**config.mk**
```make
export PLATFORM = sky130hd
export DESIGN_NAME = ga_pixel_serializer_flat
export DESIGN_NICKNAME = d
export VERILOG_FILES = /design/src/rtl/ga_pixel_serializer_if.sv /design/src/rtl/ga_pixel_serializer.sv /design/src/flat_wrapper.sv
export SDC_FILE = /design/constraint.sdc
export NUM_CORES = 1
export LEC_CHECK = 0
export ABC_CLOCK_PERIOD_IN_PS = 2650
export BUFFER_PORTS_ARGS = -buffer_cell sky130_fd_sc_hd__buf_2
export CORE_ASPECT_RATIO = 0.75
export CORE_MARGIN = 2
export CORE_UTILIZATION = 52
export DETAILED_ROUTE_END_ITERATION = 7
export GPL_ROUTABILITY_DRIVEN = 0
export PLACE_DENSITY = 0.69
export SLEW_MARGIN = 20
export SYNTH_ARGS = -nofsm -noshare
export SYNTH_HDL_FRONTEND = slang
export SYNTH_SLANG_ARGS = --single-unit
export TNS_END_PERCENT = 100
```
**constraint.sdc**
```tcl
create_clock -name clk_16 -period 2.65 [get_ports clk_16]
set_input_delay 0.53 -clock clk_16 [delete_from_list [all_inputs] [get_ports clk_16]]
set_output_delay 0.53 -clock clk_16 [all_outputs]
set_load 0.02 [all_outputs]
```
**src/rtl/ga_pixel_serializer_if.sv**
```systemverilog
// Video-path bus between the CRTC/CPU side and the gate-array pixel serializer.
// The master drives byte loads, sync and palette writes; the slave returns pixel colour and status.
interface ga_pixel_serializer_if #(
    parameter int COLOR_BITS = 4
);
    logic                      load;
    logic [7:0]                vid_byte;
    logic                      dispen;
    logic                      hsync;
    logic                      force_blank;
    logic [1:0]                mode_req;
    logic                      pal_we;
    logic [4:0]                pal_addr;
    logic [3*COLOR_BITS-1:0]   pal_data;
    logic [3*COLOR_BITS-1:0]   rgb;
    logic [1:0]                cur_mode;
    logic                      underrun;

    modport master (
        output load, vid_byte, dispen, hsync, force_blank, mode_req,
               pal_we, pal_addr, pal_data,
        input  rgb, cur_mode, underrun
    );

    modport slave (
        input  load, vid_byte, dispen, hsync, force_blank, mode_req,
               pal_we, pal_addr, pal_data,
        output rgb, cur_mode, underrun
    );
endinterface

```
**src/rtl/ga_pixel_serializer.sv**
```systemverilog
// CPC/Plus gate-array pixel serializer: shifts one video byte out as mode-dependent pixels,
// resolves each pen through a 17-entry palette and registers the RGB result.
module ga_pixel_serializer #(
    parameter int COLOR_BITS  = 4,
    parameter int LOAD_PERIOD = 8,
    parameter int MODE_SYNC   = 1
) (
    input  logic                  clk_16,
    input  logic                  reset,
    ga_pixel_serializer_if.slave  bus
);
    localparam int CW = 3 * COLOR_BITS;
    localparam int PW = (LOAD_PERIOD > 4) ? $clog2(LOAD_PERIOD) : 2;
    localparam logic [PW-1:0] PHASE_MAX  = PW'(LOAD_PERIOD - 1);
    localparam logic [4:0]    PEN_BORDER = 5'd16;
    localparam int            NUM_PENS   = 17;

    logic [7:0]    r_shift;
    logic          r_disp;
    logic [PW-1:0] r_phase;
    logic          r_underrun;
    logic [1:0]    r_cur_mode;
    logic [1:0]    r_pend_mode;
    logic          r_blank_d;
    logic [CW-1:0] r_rgb;
    logic [CW-1:0] r_pal [0:NUM_PENS-1];

    logic          w_sat;
    logic          w_pix_end;
    logic [PW-1:0] w_width_mask;
    logic [4:0]    w_pen;
    logic [CW-1:0] w_pal_rd;

    assign w_sat = (r_phase == PHASE_MAX);

    // Pixel widths are powers of two, so a pixel ends when the low phase bits are all ones.
    always_comb begin
        w_width_mask = PW'(3);
        case (r_cur_mode)
            2'd1:    w_width_mask = PW'(1);
            2'd2:    w_width_mask = PW'(0);
            default: w_width_mask = PW'(3);
        endcase
    end

    assign w_pix_end = ((r_phase & w_width_mask) == w_width_mask);

    always_ff @(posedge clk_16) begin
        if (reset) begin
            r_shift    <= 8'd0;
            r_disp     <= 1'b0;
            r_phase    <= '0;
            r_underrun <= 1'b0;
            r_cur_mode <= 2'd0;
        end else if (bus.load) begin
            r_shift    <= bus.vid_byte;
            r_disp     <= bus.dispen;
            r_phase    <= '0;
            r_underrun <= 1'b0;
            r_cur_mode <= r_pend_mode;
        end else begin
            if (!w_sat) begin
                r_phase <= r_phase + PW'(1);
            end else begin
                r_underrun <= 1'b1;
            end
            if (w_pix_end) begin
                r_shift <= {r_shift[6:0], 1'b0};
            end
        end
    end

    generate
        if (MODE_SYNC != 0) begin : g_hsync_sync
            logic r_hsync_d;
            always_ff @(posedge clk_16) begin
                if (reset) begin
                    r_hsync_d   <= 1'b0;
                    r_pend_mode <= 2'd0;
                end else begin
                    r_hsync_d <= bus.hsync;
                    if (bus.hsync && !r_hsync_d) begin
                        r_pend_mode <= bus.mode_req;
                    end
                end
            end
        end else begin : g_load_sync
            always_ff @(posedge clk_16) begin
                if (reset) begin
                    r_pend_mode <= 2'd0;
                end else if (bus.load) begin
                    r_pend_mode <= bus.mode_req;
                end
            end
        end
    endgenerate

    always_comb begin
        w_pen = PEN_BORDER;
        if (r_disp && !r_underrun) begin
            case (r_cur_mode)
                2'd0:    w_pen = {1'b0, r_shift[1], r_shift[5], r_shift[3], r_shift[7]};
                2'd2:    w_pen = {4'd0, r_shift[7]};
                default: w_pen = {3'd0, r_shift[3], r_shift[7]};
            endcase
        end
    end

    always_ff @(posedge clk_16) begin
        for (int i = 0; i < NUM_PENS; i++) begin
            if (reset) begin
                r_pal[i] <= '0;
            end else if (bus.pal_we && (bus.pal_addr == 5'(i))) begin
                r_pal[i] <= bus.pal_data;
            end
        end
    end

    always_comb begin
        w_pal_rd = '0;
        for (int i = 0; i < NUM_PENS; i++) begin
            if (w_pen == 5'(i)) begin
                w_pal_rd = r_pal[i];
            end
        end
    end

    // The lookup reads the palette before this edge's write, so a same-cycle write shows next lookup.
    always_ff @(posedge clk_16) begin
        if (reset) begin
            r_blank_d <= 1'b0;
            r_rgb     <= '0;
        end else begin
            r_blank_d <= bus.force_blank;
            r_rgb     <= r_blank_d ? '0 : w_pal_rd;
        end
    end

    assign bus.rgb      = r_rgb;
    assign bus.cur_mode = r_cur_mode;
    assign bus.underrun = r_underrun;
endmodule
```
**src/flat_wrapper.sv**
```systemverilog
// flat-port wrapper written by rule: the top's interface ports become plain ports
module ga_pixel_serializer_flat 
#(
    parameter int COLOR_BITS  = 4,
    parameter int LOAD_PERIOD = 8,
    parameter int MODE_SYNC   = 1
)
  (clk_16, reset, bus_load, bus_vid_byte, bus_dispen, bus_hsync, bus_force_blank, bus_mode_req, bus_pal_we, bus_pal_addr, bus_pal_data, bus_rgb, bus_cur_mode, bus_underrun);
  ga_pixel_serializer_if #(.COLOR_BITS(COLOR_BITS)) bus_i ();
  input  logic clk_16;
  input  logic reset;
  input wire logic [$bits(bus_i.load)-1:0] bus_load;
  input wire logic [$bits(bus_i.vid_byte)-1:0] bus_vid_byte;
  input wire logic [$bits(bus_i.dispen)-1:0] bus_dispen;
  input wire logic [$bits(bus_i.hsync)-1:0] bus_hsync;
  input wire logic [$bits(bus_i.force_blank)-1:0] bus_force_blank;
  input wire logic [$bits(bus_i.mode_req)-1:0] bus_mode_req;
  input wire logic [$bits(bus_i.pal_we)-1:0] bus_pal_we;
  input wire logic [$bits(bus_i.pal_addr)-1:0] bus_pal_addr;
  input wire logic [$bits(bus_i.pal_data)-1:0] bus_pal_data;
  output wire logic [$bits(bus_i.rgb)-1:0] bus_rgb;
  output wire logic [$bits(bus_i.cur_mode)-1:0] bus_cur_mode;
  output wire logic [$bits(bus_i.underrun)-1:0] bus_underrun;
  assign bus_i.load = bus_load;
  assign bus_i.vid_byte = bus_vid_byte;
  assign bus_i.dispen = bus_dispen;
  assign bus_i.hsync = bus_hsync;
  assign bus_i.force_blank = bus_force_blank;
  assign bus_i.mode_req = bus_mode_req;
  assign bus_i.pal_we = bus_pal_we;
  assign bus_i.pal_addr = bus_pal_addr;
  assign bus_i.pal_data = bus_pal_data;
  assign bus_rgb = bus_i.rgb;
  assign bus_cur_mode = bus_i.cur_mode;
  assign bus_underrun = bus_i.underrun;
  ga_pixel_serializer #(.COLOR_BITS(COLOR_BITS), .LOAD_PERIOD(LOAD_PERIOD), .MODE_SYNC(MODE_SYNC)) u_core (.clk_16(clk_16), .reset(reset), .bus(bus_i));
endmodule
```
==> impl_results.md <==
- Via density: 6.25
- Tmin final: 2.43 ns
- Grt ovf: 0
- Period utilization: 91.7%
- Total number of vias: 8419
- Final hold violations: 0
- Synthesis-to-layout area growth: 14.0%
- Cell accounting for the most synthesized area: edfxtp_1
- Uppermost layer routed: met4
- TritonRoute pass-1 iters: 8
- Critical path fanouts, max: 24
- Worst EP required: 3.04 ns
- Share of flip-flops with an asynchronous set or reset: 0%
- Core area: 21100 um^2
- Startpoint Class: register
- NumNets Final: 1079
- Setup Crit Path Kind: reg -> reg
- Largest net degree at the start of global routing: 25
- Residual DRC: 3
- Total negative slack: 0 ns
- Met3 wire length: 4020 um
- Post-CTS setup buffers: 0
- Final setup violation count: 0
- Leakage: 4.65 nW
- Met1 wire length: 14100 um
- DIE AREA: 22700 um^2
- Clock sink total: 235
- Final wirelength: 33700 um
- CTS tree: built
- Status: finished, violations left
- Synth Cell Area: 11200 um^2
- Clock Root Buffer: clkbuf_16
- Fillers: 1742
- Top-area cell type share of the netlist area: 54.8%
- Worst Tran Pin Value: 1.06 ns
- Syn nets: 1017
- DP Wirelength: 23200 um
- CTS Buffer Depth: 3
- Antenna diodes: 0
- Vias in the first global route: 8186
- Final cell count without fillers: 1347
- Number of flops mapped to enable cells by yosys: 204
- Post-Syn Instances: 979
- Clock Skew: 0.0107 ns
- Post-synth top cells: and2_1 (208), edfxtp_1 (204), nor2_1 (73), nand2_1 (53)
- Yosys warns: 0
- Top cells by area, synth: edfxtp_1 (55%), and2_1 (12%), dfxtp_1 (5.5%), nor2_1 (2.4%), a21oi_1 (2.2%)
- Failing checks: DRC
- DP Cell Count: 1303
- Mean Syn Cell Area: 11.4 um^2
- Per-cell routed wire length: 25.0 um
- Row cnt: 46
- Cts repair resizes: 0
- Sequential-to-total area share from yosys stat: 60.3%
- Maximum vdd drop: 453 uV
- Htree depth: 1
- Slew Limit Headroom: 29.0%
- Top Ports: 49
- Synth unique cells: 71
- Horiz. Die Dim: 173 um
- Multi-input gate area: 4090 um^2
- Worst Hold Class: in -> reg
- PD cells: 653 nW/um^2
- 1st-iter DRT viols: 1165
- Post-route ant nets: 0
- Synth Register Bits: 235
- Max-Cap Viols: 0
- Met2 Wirelength: 14600 um
- Fmax: 0.412 GHz
- Reg area: 6750 um^2
- Initial core utilization: 53.0%
- Worst-path clk slew: 0.06 ns
- Arrival @ worst endpoint: 2.82 ns
- Fin. max-slew vios: 0
- First-pass GRT wire length: 50700 um
- Ys flop type: edfxtp_1
- TritonCTS buffer count: 24
- Layout cell share with drive strength beyond 1: 16.0%
- Most frequent cell after synthesis: and2_1
- RSZ-0062 raised after global routing: no
- Die Ht: 131 um
- Post-CTS Hold Fix Bufs: 0
- Antenna violations before repair: 0
- IO buf count: 48
- Later-pin clock latency in the skew report: 0.52 ns
- Setup crit end kind: register
- GRT Util Overall: 30.1%
==> area by class of cell <==
type | instances | area share, %
repair buffers | 114 | 6.06
multi-input cells | 662 | 32.1
well taps | 288 | 2.83
inverters | 4 | 0.118
clock buffers | 34 | 5.25
clock inverters | 10 | 0.765
flip-flops and latches | 235 | 52.9
==> per-layer routing <==
metal,track usage (%),up-vias
met5,0,-
met3,7.96,80
li1,-,3695
met1,42.5,4083
met2,46.0,561
met4,9.67,0
==> stage by stage <==
| stage | power, W | cell area (um^2) | utilization, % | hold slack [ns] | setup slack, ns |
|---|---|---|---|---|---|
| 3_5_place_dp | 0.00503 | 12000 | 56.7 | 0.474 | 0.190 |
| 4_1_cts | 0.00835 | 12800 | 60.4 | 0.227 | 0.258 |
| 5_1_grt | 0.00856 | 12800 | 60.4 | 0.240 | 0.100 |
| 6_report | 0.00833 | 12800 | 60.4 | 0.234 | 0.220 |
| 2_1_floorplan | 0.00472 | 11200 | - | 0.435 | 0.421 |
| 3_3_place_gp | 0.00502 | 12000 | 56.7 | 0.472 | 0.245 |
==> power breakdown <==
group          switching, W  internal (W)  leakage [nW]
registers          0.000105       0.00422          2.20
clock network       0.00141       0.00195         0.371
logic              0.000438      0.000214          2.08
total               0.00195       0.00638          4.65
==> logic make-up (layout without fill, tap and decap cells) <==
group	count (synthesis)	count (layout)	share of synthesized area (%)
flops	235	235	60.3
fa+ha+maj	4	4	0.447
compound gates	210	210	12.9
buf+inv	82	162	3.21
simple gates	423	423	20.9
xor+xnor	1	1	0.0783
mux	24	24	2.16
==> cells in the final DEF (no fill, tap or decap), types with 10 or more instances in the layout <==
cell type,n
dfxtp_1,30
a21o_1,11
nand2_1,53
mux2i_1,23
and2_1,208
edfxtp_1,204
a21oi_1,49
o22ai_1,10
nand3_1,18
nor2_1,71
buf_4,63
clkbuf_16,25
o21ai_0,36
buf_2,48
a22oi_1,12
nand2b_1,10
nor3_1,21
==> state kept, by name (all words and copies together), names as in the netlist <==
signal	count
u_core.bus.cur_mode	2
u_core.g_hsync_sync.r_hsync_d	1
u_core.bus.underrun	1
u_core.r_shift	8
u_core.r_blank_d	1
u_core.r_pal	204
u_core.bus.rgb	12
u_core.r_disp	1
u_core.r_pend_mode	2
u_core.r_phase	3
==> critical path, cell delays in order, from the launching register on <==
cell and delay [ns]:
dfxtp_1 0.32, inv_1 0.08, ha_1 0.21, nand2b_1 0.39
a21oi_2 0.13, buf_12 0.19, a222oi_1 0.30, a21oi_1 0.12
a2111oi_0 0.43, o21ai_1 0.13
==> final timing paths <==
| kind | start | slack, ns | end | cells after the start |
|---|---|---|---|---|
| worst max-delay path | u_core.bus.cur_mode[0]$_SDFFE_PP0P_ | 0.22 | u_core.bus.rgb[11]$_SDFF_PP0_ | 9 |
| worst min register to register | u_core.r_pal[16][6]$_SDFFCE_PN0P_ | 0.49 | u_core.bus.rgb[6]$_SDFF_PP0_ | 2 |
| worst min-delay path | bus_force_blank | 0.23 | u_core.r_blank_d$_SDFF_PP0_ | 2 |
| worst max register to register | u_core.bus.cur_mode[0]$_SDFFE_PP0P_ | 0.22 | u_core.bus.rgb[11]$_SDFF_PP0_ | 9 |
Note: power is estimated with default switching activity, not from simulation.
